==> config.mk <==
export PLATFORM = sky130hd
export DESIGN_NAME = game_controller
export DESIGN_NICKNAME = d
export VERILOG_FILES = /design/src/rtl/game_pkg.sv /design/src/rtl/shape_grader.sv /design/src/rtl/game_controller.sv
export SDC_FILE = /design/constraint.sdc
export NUM_CORES = 1
export LEC_CHECK = 0
export BUFFER_PORTS_ARGS = -buffer_cell sky130_fd_sc_hd__buf_2
export CAP_MARGIN = 20
export CORE_UTILIZATION = 36
export DETAILED_ROUTE_END_ITERATION = 10
export PLACE_DENSITY = 0.62
export SLEW_MARGIN = 20
export SYNTH_ARGS = -nofsm -noshare
export SYNTH_HDL_FRONTEND = slang
export SYNTH_SLANG_ARGS = --single-unit
==> constraint.sdc <==
create_clock -name clock -period 6.2 [get_ports clock]
set_input_delay 0.62 -clock clock [delete_from_list [all_inputs] [get_ports clock]]
set_output_delay 0.62 -clock clock [all_outputs]
set_load 0.02 [all_outputs]
==> src/rtl/game_pkg.sv <==
// Shared types for the shape-guessing game controller.
// State encoding, shape code type and the empty-slot constant.
package game_pkg;

  typedef enum logic [2:0] {
    S_IDLE,
    S_LOAD,
    S_GUESS,
    S_GRADE,
    S_DONE
  } state_e;

  typedef logic [2:0] shape_t;

  localparam shape_t SHAPE_EMPTY = 3'b000;

  function automatic logic all_loaded(
    input logic [11:0] p
  );
    return (p[2:0]  != SHAPE_EMPTY) &&
           (p[5:3]  != SHAPE_EMPTY) &&
           (p[8:6]  != SHAPE_EMPTY) &&
           (p[11:9] != SHAPE_EMPTY);
  endfunction

endpackage

==> src/rtl/shape_grader.sv <==
// Combinational scoring of a four-slot guess against the master.
// znarly = exact hits, zood = colour-only hits.
module shape_grader
  import game_pkg::*;
(
  input  logic [11:0] master,
  input  logic [11:0] guess,
  output logic [3:0]  znarly,
  output logic [3:0]  zood
);

  logic [3:0] total;
  logic [3:0] mc;
  logic [3:0] gc;

  always_comb begin
    znarly = '0;
    total  = '0;
    mc     = '0;
    gc     = '0;
    for (int i = 0; i < 4; i++) begin
      znarly = znarly +
        4'(master[3*i +: 3] == guess[3*i +: 3]);
    end
    // Empty code 0 is never in the master, so it never scores.
    for (int c = 1; c < 8; c++) begin
      mc = '0;
      gc = '0;
      for (int i = 0; i < 4; i++) begin
        mc = mc + 4'(master[3*i +: 3] == shape_t'(c));
        gc = gc + 4'(guess[3*i +: 3] == shape_t'(c));
      end
      total = total + ((mc < gc) ? mc : gc);
    end
    zood = total - znarly;
  end

endmodule

==> src/rtl/game_controller.sv <==
// Coin-operated shape-guessing game: load a hidden pattern,
// then grade up to MAX_ROUNDS guesses against it.
module game_controller
  import game_pkg::*;
#(
  parameter int MAX_ROUNDS = 8,
  parameter int MAX_GAMES  = 7
) (
  input  logic        clock,
  input  logic        reset,
  input  logic        CoinDrop,
  input  logic        StartGame,
  input  logic [2:0]  LoadShape,
  input  logic [1:0]  ShapeLocation,
  input  logic        LoadShapeNow,
  input  logic [11:0] Guess,
  input  logic        GradeIt,
  output logic [3:0]  NumGames,
  output logic [3:0]  RoundNumber,
  output logic [3:0]  Znarly,
  output logic [3:0]  Zood,
  output logic        GameWon,
  output logic        GameOver,
  output logic        Loading
);

  state_e      state_q, state_d;
  logic [3:0]  games_q, games_d;
  logic [3:0]  round_q, round_d;
  logic [3:0]  zn_q, zn_d;
  logic [3:0]  zo_q, zo_d;
  logic        won_q, won_d;
  logic        over_q, over_d;
  logic        loading_q, loading_d;
  logic [11:0] master_q, master_d;
  logic [11:0] guess_q, guess_d;
  logic        load_prev_q, load_prev_d;
  logic        grade_prev_q, grade_prev_d;

  logic       load_rise;
  logic       grade_rise;
  logic       start_ok;
  logic       coin_inc;
  logic       win;
  logic [3:0] g_zn;
  logic [3:0] g_zo;

  shape_grader u_grader (
    .master (master_q),
    .guess  (guess_q),
    .znarly (g_zn),
    .zood   (g_zo)
  );

  assign load_rise  = LoadShapeNow & ~load_prev_q;
  assign grade_rise = GradeIt & ~grade_prev_q;
  assign win        = (g_zn == 4'd4);
  assign start_ok   = StartGame && (games_q != '0) &&
                      (state_q == S_IDLE ||
                       state_q == S_DONE);
  assign coin_inc   = CoinDrop &&
                      (games_q != 4'(MAX_GAMES));

  always_comb begin
    state_d      = state_q;
    games_d      = games_q;
    round_d      = round_q;
    zn_d         = zn_q;
    zo_d         = zo_q;
    won_d        = won_q;
    master_d     = master_q;
    guess_d      = guess_q;
    load_prev_d  = LoadShapeNow;
    grade_prev_d = GradeIt;

    // A coin paying for the game being started cancels out.
    if (start_ok && !CoinDrop)
      games_d = games_q - 4'd1;
    else if (!start_ok && coin_inc)
      games_d = games_q + 4'd1;

    unique case (state_q)
      S_IDLE, S_DONE: begin
        if (start_ok) begin
          master_d = '0;
          round_d  = '0;
          zn_d     = '0;
          zo_d     = '0;
          won_d    = 1'b0;
          state_d  = S_LOAD;
        end
      end
      S_LOAD: begin
        if (all_loaded(master_q))
          state_d = S_GUESS;
        else if (load_rise &&
                 LoadShape != SHAPE_EMPTY &&
                 master_q[3*ShapeLocation +: 3]
                   == SHAPE_EMPTY)
          master_d[3*ShapeLocation +: 3] = LoadShape;
      end
      S_GUESS: begin
        if (grade_rise) begin
          guess_d = Guess;
          state_d = S_GRADE;
        end
      end
      S_GRADE: begin
        zn_d    = g_zn;
        zo_d    = g_zo;
        round_d = round_q + 4'd1;
        won_d   = win;
        if (win ||
            round_q + 4'd1 == 4'(MAX_ROUNDS))
          state_d = S_DONE;
        else
          state_d = S_GUESS;
      end
      default: state_d = S_IDLE;
    endcase

    loading_d = (state_d == S_LOAD);
    over_d    = (state_d == S_DONE);
  end

  always_ff @(posedge clock) begin
    if (reset) begin
      state_q      <= S_IDLE;
      games_q      <= '0;
      round_q      <= '0;
      zn_q         <= '0;
      zo_q         <= '0;
      won_q        <= 1'b0;
      over_q       <= 1'b0;
      loading_q    <= 1'b0;
      master_q     <= '0;
      guess_q      <= '0;
      load_prev_q  <= 1'b0;
      grade_prev_q <= 1'b0;
    end else begin
      state_q      <= state_d;
      games_q      <= games_d;
      round_q      <= round_d;
      zn_q         <= zn_d;
      zo_q         <= zo_d;
      won_q        <= won_d;
      over_q       <= over_d;
      loading_q    <= loading_d;
      master_q     <= master_d;
      guess_q      <= guess_d;
      load_prev_q  <= load_prev_d;
      grade_prev_q <= grade_prev_d;
    end
  end

  assign NumGames    = games_q;
  assign RoundNumber = round_q;
  assign Znarly      = zn_q;
  assign Zood        = zo_q;
  assign GameWon     = won_q;
  assign GameOver    = over_q;
  assign Loading     = loading_q;

endmodule

; ---- Word level (Yosys, flattened, before mapping)
; Index checks and enable logic that the tools add are counted.
; W data, S select, Z words.
[totals]
reg_bits = 48
out_inout_bits = 19
wordCells = 209
[op_classes]
addsub = 56
multipliers = 1
order_cmp = 7
eq_ne = 72
shift = 3
muxes = 25
n_bitwise = 4
n_reduce_logical = 29
[ops]
columns = cell, count
row1 = $add A4 B1 Y4, 30
row2 = $eq A3 B3 Y1 const B, 34
row3 = $eq A3 B2 Y1 const B, 18
row4 = $mux W4, 10
row5 = $mux W12, 3
row6 = $neg A4 Y34, 1
row7 = $shift A3 B34 Y12 const A, 1
row8 = $shiftx A3 B34 Y12, 1
row9 = $add A1 B1 Y2, 15
row10 = $eq A3 B1 Y1 const B, 10
row11 = $lt A4 B4 Y1, 7
row12 = $add A4 B4 Y4, 6
row13 = $pmux W12 S2, 1
row14 = $pmux W4 S2, 3
row15 = $reduce_bool A3 Y1, 5
row16 = $bwmux W12, 1
row17 = $eq A3 B3 Y1, 4
row18 = $mux W3, 4
row19 = $pmux W3 S4, 1
row20 = $shiftx A12 B5 Y3, 1
row21 = $logic_and A1 B1 Y1, 10
row22 = $add A4 B1 Y4 const B, 2
row23 = $logic_not A3 Y1, 2
row24 = $ne A2 B2 Y1 const B, 3
row25 = 17 further kinds, 24

; ---- Logic depth before layout (Yosys ltp)
; Gate-level depths: netlist (run 1).
[logic_depth]
depth_word = 14
depth_mapped = 26
depth_no_buf = 25

; ---- By module
; A second synthesis (run 1) with hierarchy kept.
[hier_totals]
hier_cells = 501
hier_area_um2 = 4508.1
[modules_own_cells]
columns = module, n_inst, cells_each, area_per_inst_um2
row1 = shape_grader, 1, 263, 2383.5
row2 = game_controller, 1, 238, 2124.5

; ---- Worst setup path after synthesis (run 1)
; OpenSTA, ideal clock, no wires.
[synth_path]
path_kind = reg-to-reg
start = register guess_q[5]
end = register zo_q[3], in the netlist Zood[3]
setup_ns = 0.070
arrival_time_ns = 5.351
t_required_ns = 6.130
path_slack_ns = 0.779
stages_incl_launch_ff = 23
n_path_buf = 1
period_less_slack_ns = 5.421
path_cell_list = dfxtp_1 clkbuf_1 nor3b_1 ha_1 fa_1 ha_1 inv_1 ha_1 a21o_1 a21oi_1 mux2_2 fa_1 fa_1 inv_1 fa_1 inv_1 fa_1 ha_1 xnor2_1 xnor2_1 xnor2_1 nand2_1 a21oi_1
[synth_between]
elab_chain_cells = 14
[synth_lines]
columns = item, line_no
row1 = from (decl), game_controller.sv:36  ; logic [11:0] guess_q, guess_d;
row2 = from (signal assigned), game_controller.sv:150  ; guess_q <= guess_d;
row3 = $eq A3 B1 Y1 / $eq A3 B2 Y1 (equally long branches), shape_grader.sv:31  ; gc = gc + 4'(guess[3*i +: 3] == shape_t'(c));
row4 = $add A1 B1 Y2, shape_grader.sv:31
row5 = $add A4 B1 Y4 (2 in series), shape_grader.sv:31
row6 = $lt A4 B4 Y1, shape_grader.sv:33  ; total = total + ((mc < gc) ? mc : gc);
row7 = $mux W4, shape_grader.sv:33
row8 = $add A4 B4 Y4 (6 in series), shape_grader.sv:33
row9 = $sub A4 B4 Y4 *, shape_grader.sv:35  ; zood = total - znarly;
row10 = $pmux W4 S2 *, game_controller.sv:82  ; unique case (state_q)
row11 = to (signal assigned), game_controller.sv:145  ; zo_q <= zo_d;
row12 = to (decl), game_controller.sv:31  ; logic [3:0] zo_q, zo_d;
; Mark *: on every way between the ends. The rest lies on a longest branch, timed or not.
; A chain may end at the register's enable or synchronous reset.

; ---- Worst setup path after layout (run 1)
[layout_path]
start = register master_q[5]
end = register zo_q[3], in the netlist Zood[3]
[layout_between]
elab_chain_cells = 14
[layout_lines]
columns = item, line_no
row1 = from (decl), game_controller.sv:35  ; logic [11:0] master_q, master_d;
row2 = from (signal assigned), game_controller.sv:149  ; master_q <= master_d;
row3 = $eq A3 B1 Y1 / $eq A3 B2 Y1 (equally long branches), shape_grader.sv:30  ; mc = mc + 4'(master[3*i +: 3] == shape_t'(c));
row4 = $add A1 B1 Y2, shape_grader.sv:30
row5 = $add A4 B1 Y4 (2 in series), shape_grader.sv:30
row6 = $lt A4 B4 Y1, shape_grader.sv:33
row7 = $mux W4, shape_grader.sv:33
row8 = $add A4 B4 Y4 (6 in series), shape_grader.sv:33
row9 = $sub A4 B4 Y4 *, shape_grader.sv:35
row10 = $pmux W4 S2 *, game_controller.sv:82
; Marks and branches as above.

==> reports/results.txt, run 1 <==
Critical Path RT: 6.41 ns
leading register cell type out of synthesis: dfxtp_1
sequential area share after synthesis: 20.2%
vias in the first global route: 3650
Worst Tran Pin Value: 0.843 ns
RePlAce Congestion: 0.874
Reg2Reg Depth: 20
largest net degree at the start of global routing: 45
PostCTS Resize Cnt: 0
Leak: 2.35 nW
H-tree Lvls: 2
worst-path maximum fanout: 10
# DRC: 0
Yosys top cell by area: dfxtp_1
grt ovf: 0
synthesized area per cell: 8.91 µm²
Worst Hold End: Zood[3]$_SDFFE_PP0P_
Syn. warnings: 0
post-synthesis cell count: 522
reg2reg start: master_q[5]$_SDFFE_PP0P_
Peak supply drop: 0.000173 V
clk slew on worst S/H paths: 0.06 ns
total of max-cap violations: 0
fraction of registers with async set/reset: 0%
clk buf depth: 2
first-pass GRT wire length: 17900 µm
initial antenna violation count: 0
die area: 13400 µm²
Final ANT Viol Nets: 0
ant diodes: 0
final cycle utilization of the critical path: 94.1%
# IOs: 42
number of hold violations in the final report: 0
site row count: 41
crit path DAT: 6.05 ns
Worst setup SP type: register
chip width: 116 µm
skew final: 0.00579 ns
cell area after synthesis: 4650 µm²
root buf cell: clkbuf_16
Post-Syn Nets: 637
average vias per placed instance: 5.02
fin cells: 711
status: finished, final reports clean
pwr dens: 182 nW/µm²
post-DP HPWL: 8430 µm
CP Launch Point: master_q[5]$_SDFFE_PP0P_
drt first pass iters: 4
die height: 116 µm
most common cell in the netlist: ha_1
crit path kind: register to register
Hold Path Class: register to register
layout cells sized above 1: 12.6%
CORE AREA: 12600 µm²
Skew-Pair Late Insertion Delay: 0.29 ns
CTS buffer count: 5
Period minus WS final: 5.84 ns
Num Clock Sinks: 47
number of DRC markers in iteration 0: 170
Starting Density: 36.9%
Slew Limit Fails: 0
Fin Setup TNS: 0 ns
RR Endpoint: Zood[3]$_SDFFE_PP0P_
PortBufs: 40
Post-CTS Hold Buffers: 0
RSZ-0062 raised after global routing: false
share of the synthesized area in the top cell type: 20.2%
Post-synth EDFFs: 0
Hold Path Stages: 2
total track usage: 17.1%
Achievable Freq: 171 MHz
Hold Crit Start: Zood[3]$_SDFFE_PP0P_
via count: 3567
Area contributors post-synth: dfxtp_1 (20%), ha_1 (17%), fa_1 (13%)
Reg2Reg Setup Slack: 0.36 ns
Setup violations, final: 0
area grow syn2layout: 8.66%
CP Capture Type: register
flops & latches, synth: 47
relative slew slack: 43.8%
Placed Instances: 703
final wirelength: 10500 µm
Yosys cell types: 50
post-CTS setup buffer count: 0
Layout Nets: 653
wire per inst: 14.8 µm
CTS tree: yes
top cells by count, synth: ha_1 (62), inv_1 (50), dfxtp_1 (47)
## state kept, by name, summed over array words and instances (netlist names)
name and cells:
load_prev_q 1, master_q 12, NumGames 4, guess_q 12
RoundNumber 4, Znarly 3, GameWon 1, Loading 1
state_q 3, GameOver 1, Zood 4, grade_prev_q 1
## stage by stage
stage | power (mW) | worst slack [ns] | cell area (µm²) | hold WS [ns] | util, %
3_5_place_dp | 0.640 | 0.397 | 4900 | 0.455 | 38.8
4_1_cts | 0.929 | 0.337 | 5050 | 0.467 | 40.1
2_1_floorplan | 0.577 | 0.779 | 4650 | 0.480 | -
5_1_grt | 0.972 | 0.0638 | 5050 | 0.489 | 40.1
3_3_place_gp | 0.630 | 0.498 | 4900 | 0.453 | 38.8
6_report | 0.920 | 0.364 | 5050 | 0.465 | 40.1
## cells by family (layout without fill, tap and decap cells)
family,after synthesis,count (layout),synth area share (%)
flops,47,47,20.2
compound gates,63,63,9.52
other cells,1,1,0.0806
xor+xnor,21,21,3.95
simple gates,189,189,22.8
fa+ha+maj,92,92,29.6
buf+inv,86,103,8.47
mux,23,23,5.35
## final cells by class
class,count,area [µm²]
Sequential cell,47,941
Fill cell,1310,7560
Timing Repair Buffer,45,238
Clock buffer,8,156
Inverter,50,188
Multi-Input combinational cell,389,3320
Tap cell,172,215
## metal layers
metal	vias to the layer above	wire length, µm	GRT usage (%)
met2	68	5110	29.7
met5	-	0	0
li1	1791	-	-
met3	12	478	2.35
met1	1696	4780	22.1
met4	0	137	5.21
## how the worst max path moves through the flow
stage,to,cells past startpoint
floorplan,Zood[3]$_SDFFE_PP0P_,22
global placement,Zood[3]$_SDFFE_PP0P_,20
detailed placement,Zood[3]$_SDFFE_PP0P_,20
CTS,Zood[3]$_SDFFE_PP0P_,20
global route,Zood[3]$_SDFFE_PP0P_,20
finish,Zood[3]$_SDFFE_PP0P_,20
## layout by cell type (no fill, tap or decap), types with 11 or more instances in the layout
master / synthesis / routed
ha_1: 62 / 62
inv_1: 50 / 50
dfxtp_1: 47 / 47
nand2_1: 41 / 41
buf_2: 0 / 40
nor2_1: 36 / 36
fa_1: 30 / 30
a21oi_1: 26 / 26
nor3b_1: 23 / 23
nand3_1: 22 / 22
mux2i_1: 17 / 17
and3b_1: 15 / 15
xor2_1: 12 / 12
nor3_1: 11 / 11
## critical path, stage by stage (launching register included)
cell and delay (ns):
dfxtp_1 0.50, nor3b_1 0.28, ha_1 0.28, fa_1 0.40, ha_1 0.32, ha_1 0.30
a21o_1 0.15, a21oi_1 0.24, mux2_2 0.39, fa_1 0.49, fa_1 0.55, inv_1 0.05
fa_1 0.35, inv_1 0.09, fa_1 0.45, ha_1 0.24, xnor2_1 0.17, xnor2_1 0.15
xnor2_1 0.14, nand2_1 0.07, a21oi_1 0.14
## report_power, final
part,switching (mW),internal (mW)
clock,0.114,0.172
sequential,0.0305,0.321
combinational,0.169,0.114
Power figures use the tool's default switching activity.
==> run 2: changes to the inputs <==
--- a/config.mk
+++ b/config.mk
@@ -7,9 +7,11 @@
 export LEC_CHECK = 0
 export BUFFER_PORTS_ARGS = -buffer_cell sky130_fd_sc_hd__buf_2
 export CAP_MARGIN = 20
+export CELL_PAD_IN_SITES_DETAIL_PLACEMENT = 1
+export CELL_PAD_IN_SITES_GLOBAL_PLACEMENT = 2
 export CORE_UTILIZATION = 36
 export DETAILED_ROUTE_END_ITERATION = 10
-export PLACE_DENSITY = 0.62
+export PLACE_DENSITY = 0.87
 export SLEW_MARGIN = 20
 export SYNTH_ARGS = -nofsm -noshare
 export SYNTH_HDL_FRONTEND = slang
==> run 2 against run 1 <==
Sequential power fell by 1%. Wire length rose by 20%. Critical endpoint unchanged. First-iteration DRC count fell by 35%. Count of clock-buffer cells in the layout did not move.
==> reports/results.txt, run 2 (same netlist as run 1, synthesis figures left out) <==
Critical Path RT: 6.41 ns
post-CTS setup buffer count: 0
CTS tree: yes
CP Capture Type: register
layer carrying the most global-route usage: met2
Period minus WS final: 5.96 ns
Starting Density: 36.9%
Worst Tran Pin Value: 0.901 ns
largest net degree at the start of global routing: 45
worst-path maximum fanout: 10
pwr dens: 182 nW/µm²
worst slack, placed: 0.262 ns
status: finished, final reports clean
RSZ-0062 raised after global routing: false
RR Endpoint: Zood[3]$_SDFFE_PP0P_
die area: 13400 µm²
# DRC: 0
reg2reg start: master_q[5]$_SDFFE_PP0P_
RePlAce Congestion: 0.818
biggest regs: guess_q x12, master_q x12
skew final: 0.00605 ns
crit path kind: register to register
final worst-path setup slack: 0.243 ns
grt ovf: 0
Slew Limit Fails: 0
Fin Hold WS: 0.476 ns
placed inst area: 4910 µm²
final wirelength: 12600 µm
Peak supply drop: 0.000231 V
Reg2Reg Setup Slack: 0.24 ns
site row count: 41
clk buf depth: 2
Worst setup SP type: register
CTS buffer count: 5
vias in the first global route: 3977
Setup violations, final: 0
first-pass GRT wire length: 20500 µm
post-DP HPWL: 10200 µm
via count: 3701
root buf cell: clkbuf_16
Finished Cell Area: 5080 µm²
Num Clock Sinks: 47
Hold Crit Start: GameWon$_SDFFE_PP0P_
layout cells sized above 1: 13.3%
wire per inst: 17.6 µm
initial antenna violation count: 0
commonest non-fill, non-tap cell in the layout: ha_1
Final Util: 40.2%
Skew-Pair Late Insertion Delay: 0.30 ns
average vias per placed instance: 5.19
Achievable Freq: 168 MHz
relative slew slack: 39.9%
die height: 116 µm
Fin Setup TNS: 0 ns
clk slew on worst S/H paths: 0.06 ns
number of DRC markers in iteration 0: 110
Worst Hold End: GameWon$_SDFFE_PP0P_
total of max-cap violations: 0
# IOs: 42
chip width: 116 µm
fin cells: 713
commonest non-fill, non-tap cells in the layout: ha_1 (62), inv_1 (50), dfxtp_1 (46)
area grow syn2layout: 9.12%
number of hold violations in the final report: 0
CORE AREA: 12600 µm²
Hold Path Stages: 2
total track usage: 20.3%
H-tree Lvls: 2
Pwr Total: 0.925 mW
GR Layer Usage met2: 36.4%
final cycle utilization of the critical path: 96.1%
met3 Track Usage GR: 2.82%
crit path DAT: 6.17 ns
Reg2Reg Depth: 20
Leak: 2.37 nW
PortBufs: 40
met1 usage: 24.3%
Hold Path Class: register to register
Placed Instances: 705
drt first pass iters: 4
Final ANT Viol Nets: 0
ant diodes: 0
Layout Nets: 655
## run 2: area by class of cell
type | instances | area [µm²]
fillers | 1519 | 7540
multi-input cells | 389 | 3320
flip-flops and latches | 47 | 942
repair buffers | 47 | 253
well taps | 172 | 215
inverters | 50 | 188
clock buffers | 8 | 156
## run 2: routing by layer
metal / part of all wire, % / wire (µm) / up-vias
li1: - / - / 1794
met1: 44 / 5470 / 1839
met2: 51 / 6370 / 44
met3: 2.4 / 302 / 24
met4: 3.3 / 420 / 0
met5: 0 / 0 / -
## run 2: critical path, cell delays in order (launching register included)
cell and delay [ns]:
dfxtp_1 0.51, nor3b_1 0.26, ha_1 0.28, fa_1 0.41
ha_1 0.33, ha_1 0.32, a21o_1 0.18, a21oi_1 0.23
mux2_2 0.39, fa_1 0.48, fa_1 0.55, inv_1 0.05
fa_1 0.37, inv_1 0.09, fa_1 0.43, ha_1 0.23
xnor2_1 0.20, xnor2_1 0.16, xnor2_1 0.14, nand2_1 0.07
a21oi_1 0.18
## run 2: power by group
part / switching, mW / internal [mW] / leakage, nW
clock network: 0.116 / 0.172 / 0.0772
logic: 0.176 / 0.114 / 1.91
registers: 0.0268 / 0.321 / 0.381
## run 2: worst max path at each step
stage                           end                startpoint  slack, ns  cells after the start
2_1_floorplan  Zood[3]$_SDFFE_PP0P_   guess_q[5]$_SDFFE_PP0P_       0.78                     22
3_3_place_gp   Zood[3]$_SDFFE_PP0P_  master_q[5]$_SDFFE_PP0P_       0.51                     20
3_5_place_dp   Zood[3]$_SDFFE_PP0P_  master_q[5]$_SDFFE_PP0P_       0.26                     20
4_1_cts        Zood[3]$_SDFFE_PP0P_   guess_q[5]$_SDFFE_PP0P_       0.19                     21
5_1_grt        Zood[3]$_SDFFE_PP0P_  master_q[4]$_SDFFE_PP0P_      0.005                     23
6_report       Zood[3]$_SDFFE_PP0P_  master_q[5]$_SDFFE_PP0P_       0.24                     20
## run 2: timing repair
item | in CTS | in global routing
resized for setup | 0 | 2
endpoints found under the hold margin | 0 | 0
hold buffers | 0 | 0
endpoints found under the setup margin | 0 | 1
==> run 3: changes to the inputs <==
--- a/config.mk
+++ b/config.mk
@@ -10,9 +10,11 @@
 export CELL_PAD_IN_SITES_DETAIL_PLACEMENT = 1
 export CELL_PAD_IN_SITES_GLOBAL_PLACEMENT = 2
 export CORE_UTILIZATION = 36
+export CTS_BUF_LIST = sky130_fd_sc_hd__clkbuf_2 sky130_fd_sc_hd__clkbuf_4 sky130_fd_sc_hd__clkbuf_8
 export DETAILED_ROUTE_END_ITERATION = 10
 export PLACE_DENSITY = 0.87
 export SLEW_MARGIN = 20
 export SYNTH_ARGS = -nofsm -noshare
 export SYNTH_HDL_FRONTEND = slang
+export SYNTH_HIERARCHICAL = 1
 export SYNTH_SLANG_ARGS = --single-unit
==> constraint.sdc (replaced) <==
create_clock -name clock -period 7.39 [get_ports clock]
set_input_delay 0.739 -clock clock [delete_from_list [all_inputs] [get_ports clock]]
set_output_delay 0.739 -clock clock [all_outputs]
set_load 0.02 [all_outputs]
==> run 3 against run 2 <==
Wire length fell by 7.4%. Count of clock-buffer cells in the layout decreased by 2. Worst setup slack better by 1.0 ns. Critical endpoint unchanged. Sequential power fell by 16%.
==> reports/results.txt, run 3 <==
status: finished, final reports clean
Peak supply drop: 0.000132 V
CP Capture Type: register
Critical Path RT: 7.62 ns
placed inst area: 4850 µm²
post-DP HPWL: 9610 µm
layout cells sized above 1: 13.2%
total of fill cells in the finished design: 1465
crit path kind: register to register
die height: 114 µm
flops & latches, synth: 48
switching part of the total: 34.4%
ant diodes: 0
post-CTS setup buffer count: 0
# IOs: 42
vias in the first global route: 3805
Starting Density: 37.2%
Yosys cell types: 48
final wirelength: 11600 µm
commonest non-fill, non-tap cell in the layout: ha_1
Flop pwr share: 41.9%
area of the multi-input gates: 3260 µm²
NetSw: 0.240 mW
sequential area share after synthesis: 21.3%
Leak: 2.47 nW
Layout Nets: 645
Post-synth EDFFs: 0
Post-Syn Nets: 616
relative slew slack: 50.1%
biggest regs: guess_q x12, master_q x12
top cells by count, synth: ha_1 (62), inv_1 (55), dfxtp_1 (48)
wire per inst: 16.6 µm
skew final: 0.00579 ns
grt ovf: 0
Hold Path Class: register to register
RePlAce Congestion: 0.804
Area contributors post-synth: dfxtp_1 (21%), ha_1 (17%), fa_1 (13%)
cell area after synthesis: 4510 µm²
crit path DAT: 6.37 ns
number of hold violations in the final report: 0
Yosys top cell by area: dfxtp_1
Skew-Pair Late Insertion Delay: 0.30 ns
CTS tree: yes
# DRC: 0
die area: 13000 µm²
fraction of registers with async set/reset: 0%
CTS buffer count: 5
Worst Tran Pin Value: 0.749 ns
RSZ-0062 raised after global routing: false
Achievable Freq: 163 MHz
pwr dens: 141 nW/µm²
Worst setup SP type: register
PostCTS Resize Cnt: 0
number of DRC markers in iteration 0: 172
commonest non-fill, non-tap cells in the layout: ha_1 (62), inv_1 (55), dfxtp_1 (48)
chip width: 114 µm
worst-path maximum fanout: 10
Num Clock Sinks: 48
internal power: 0.457 mW
H-tree Lvls: 2
via count: 3568
Post-CTS Hold Buffers: 0
PortBufs: 41
Final Util: 40.9%
average vias per placed instance: 5.10
Clock power frac: 28.0%
clk slew on worst S/H paths: 0.09 ns
Setup violations, final: 0
Period minus WS final: 6.14 ns
total of max-cap violations: 0
root buf cell: clkbuf_8
total track usage: 19.2%
CORE AREA: 12100 µm²
combinational power share: 30.1%
Finished Cell Area: 4960 µm²
post-synthesis cell count: 501
initial antenna violation count: 0
synthesized area per cell: 9.00 µm²
Syn. warnings: 6
final cycle utilization of the critical path: 83.1%
area grow syn2layout: 9.96%
share of the synthesized area in the top cell type: 21.3%
Final ANT Viol Nets: 0
first-pass GRT wire length: 19400 µm
drt first pass iters: 4
leading register cell type out of synthesis: dfxtp_1
Storage cell area: 961 µm²
most common cell in the netlist: ha_1
clk buf depth: 2
largest net degree at the start of global routing: 36
Slew Limit Fails: 0
site row count: 40
Fin Setup TNS: 0 ns
run 3: cell types whose count changed after synthesis, moves of 5 or more:
cell      delta
and3b_1      -5
buf_4       -10
inv_1        +5
nand2_1     -18
clkbuf_1     -6
o21ai_0      +8
nand3_1     -11
nand3b_1     +8
o21ai_1      +6
run 3: final timing paths:
kind	start	slack, ns	end	cells past startpoint
max	master_q[4]$_SDFFE_PP0P_	1.25	Zood[3]$_SDFFE_PP0P_	21
min	GameWon$_SDFFE_PP0P_	0.47	GameWon$_SDFFE_PP0P_	2
max reg2reg	master_q[4]$_SDFFE_PP0P_	1.25	Zood[3]$_SDFFE_PP0P_	21
min reg2reg	GameWon$_SDFFE_PP0P_	0.47	GameWon$_SDFFE_PP0P_	2
run 3: power by group through the flow:
| stage | logic (mW) | registers (mW) | clock network [mW] |
|---|---|---|---|
| 6_report | 0.210 | 0.292 | 0.195 |
| 5_1_grt | 0.231 | 0.295 | 0.215 |
| 4_1_cts | 0.212 | 0.292 | 0.203 |
| 3_5_place_dp | 0.210 | 0.298 | 0 |
| 3_3_place_gp | 0.197 | 0.298 | 0 |
| 2_1_floorplan | 0.133 | 0.309 | 0 |
run 3: area by class of cell:
cell class	instances	area share [%]
clock buffers	6	1.54
inverters	55	4.16
flip-flops and latches	48	19.4
repair buffers	41	4.14
well taps	168	4.24
multi-input cells	379	65.8
clock inverters	2	0.707
run 3: cells by family (layout without fill, tap and decap cells):
| family | after synthesis | count (layout) | synth area share, % |
|---|---|---|---|
| XOR/XNOR | 21 | 21 | 4.08 |
| AO/OA/AOI/OAI | 70 | 70 | 9.94 |
| adder cells (fa/ha/maj) | 92 | 92 | 30.5 |
| multiplexers | 28 | 28 | 6.49 |
| flip-flops | 48 | 48 | 21.3 |
| AND/OR/NAND/NOR | 167 | 167 | 21.3 |
| buffers and inverters | 74 | 104 | 6.30 |
| other | 1 | 1 | 0.0832 |
run 3: metrics by stage:
| stage | instances | hold slack (ns) | power (mW) | setup slack (ns) |
|---|---|---|---|---|
| floorplan | 501 | 0.461 | 0.442 | 1.62 |
| global placement | 691 | 0.452 | 0.495 | 1.42 |
| detailed placement | 691 | 0.463 | 0.508 | 1.24 |
| CTS | 699 | 0.475 | 0.707 | 1.20 |
| global route | 699 | 0.501 | 0.741 | 0.848 |
| finish | 699 | 0.470 | 0.697 | 1.25 |
run 3: metal layers:
metal | GRT usage [%] | vias up | wire [µm]
met5 | 0 | - | 0
met4 | 3.90 | 0 | 94
met3 | 1.91 | 7 | 511
met2 | 34.5 | 70 | 5730
met1 | 24.9 | 1730 | 5300
li1 | - | 1761 | -
run 3: critical path, stage by stage (launching register included):
cell and delay [ns]:
dfxtp_1 0.49, or3b_2 0.50, fa_1 0.51, inv_1 0.04, ha_1 0.19, ha_1 0.29
ha_1 0.31, a21o_1 0.18, a21oi_2 0.18, mux2_1 0.37, fa_1 0.52, fa_1 0.55
inv_1 0.06, fa_1 0.53, inv_1 0.06, fa_1 0.42, ha_1 0.20, xnor2_1 0.13
xnor2_1 0.20, xnor2_1 0.14, nand2_1 0.07, a21oi_1 0.14
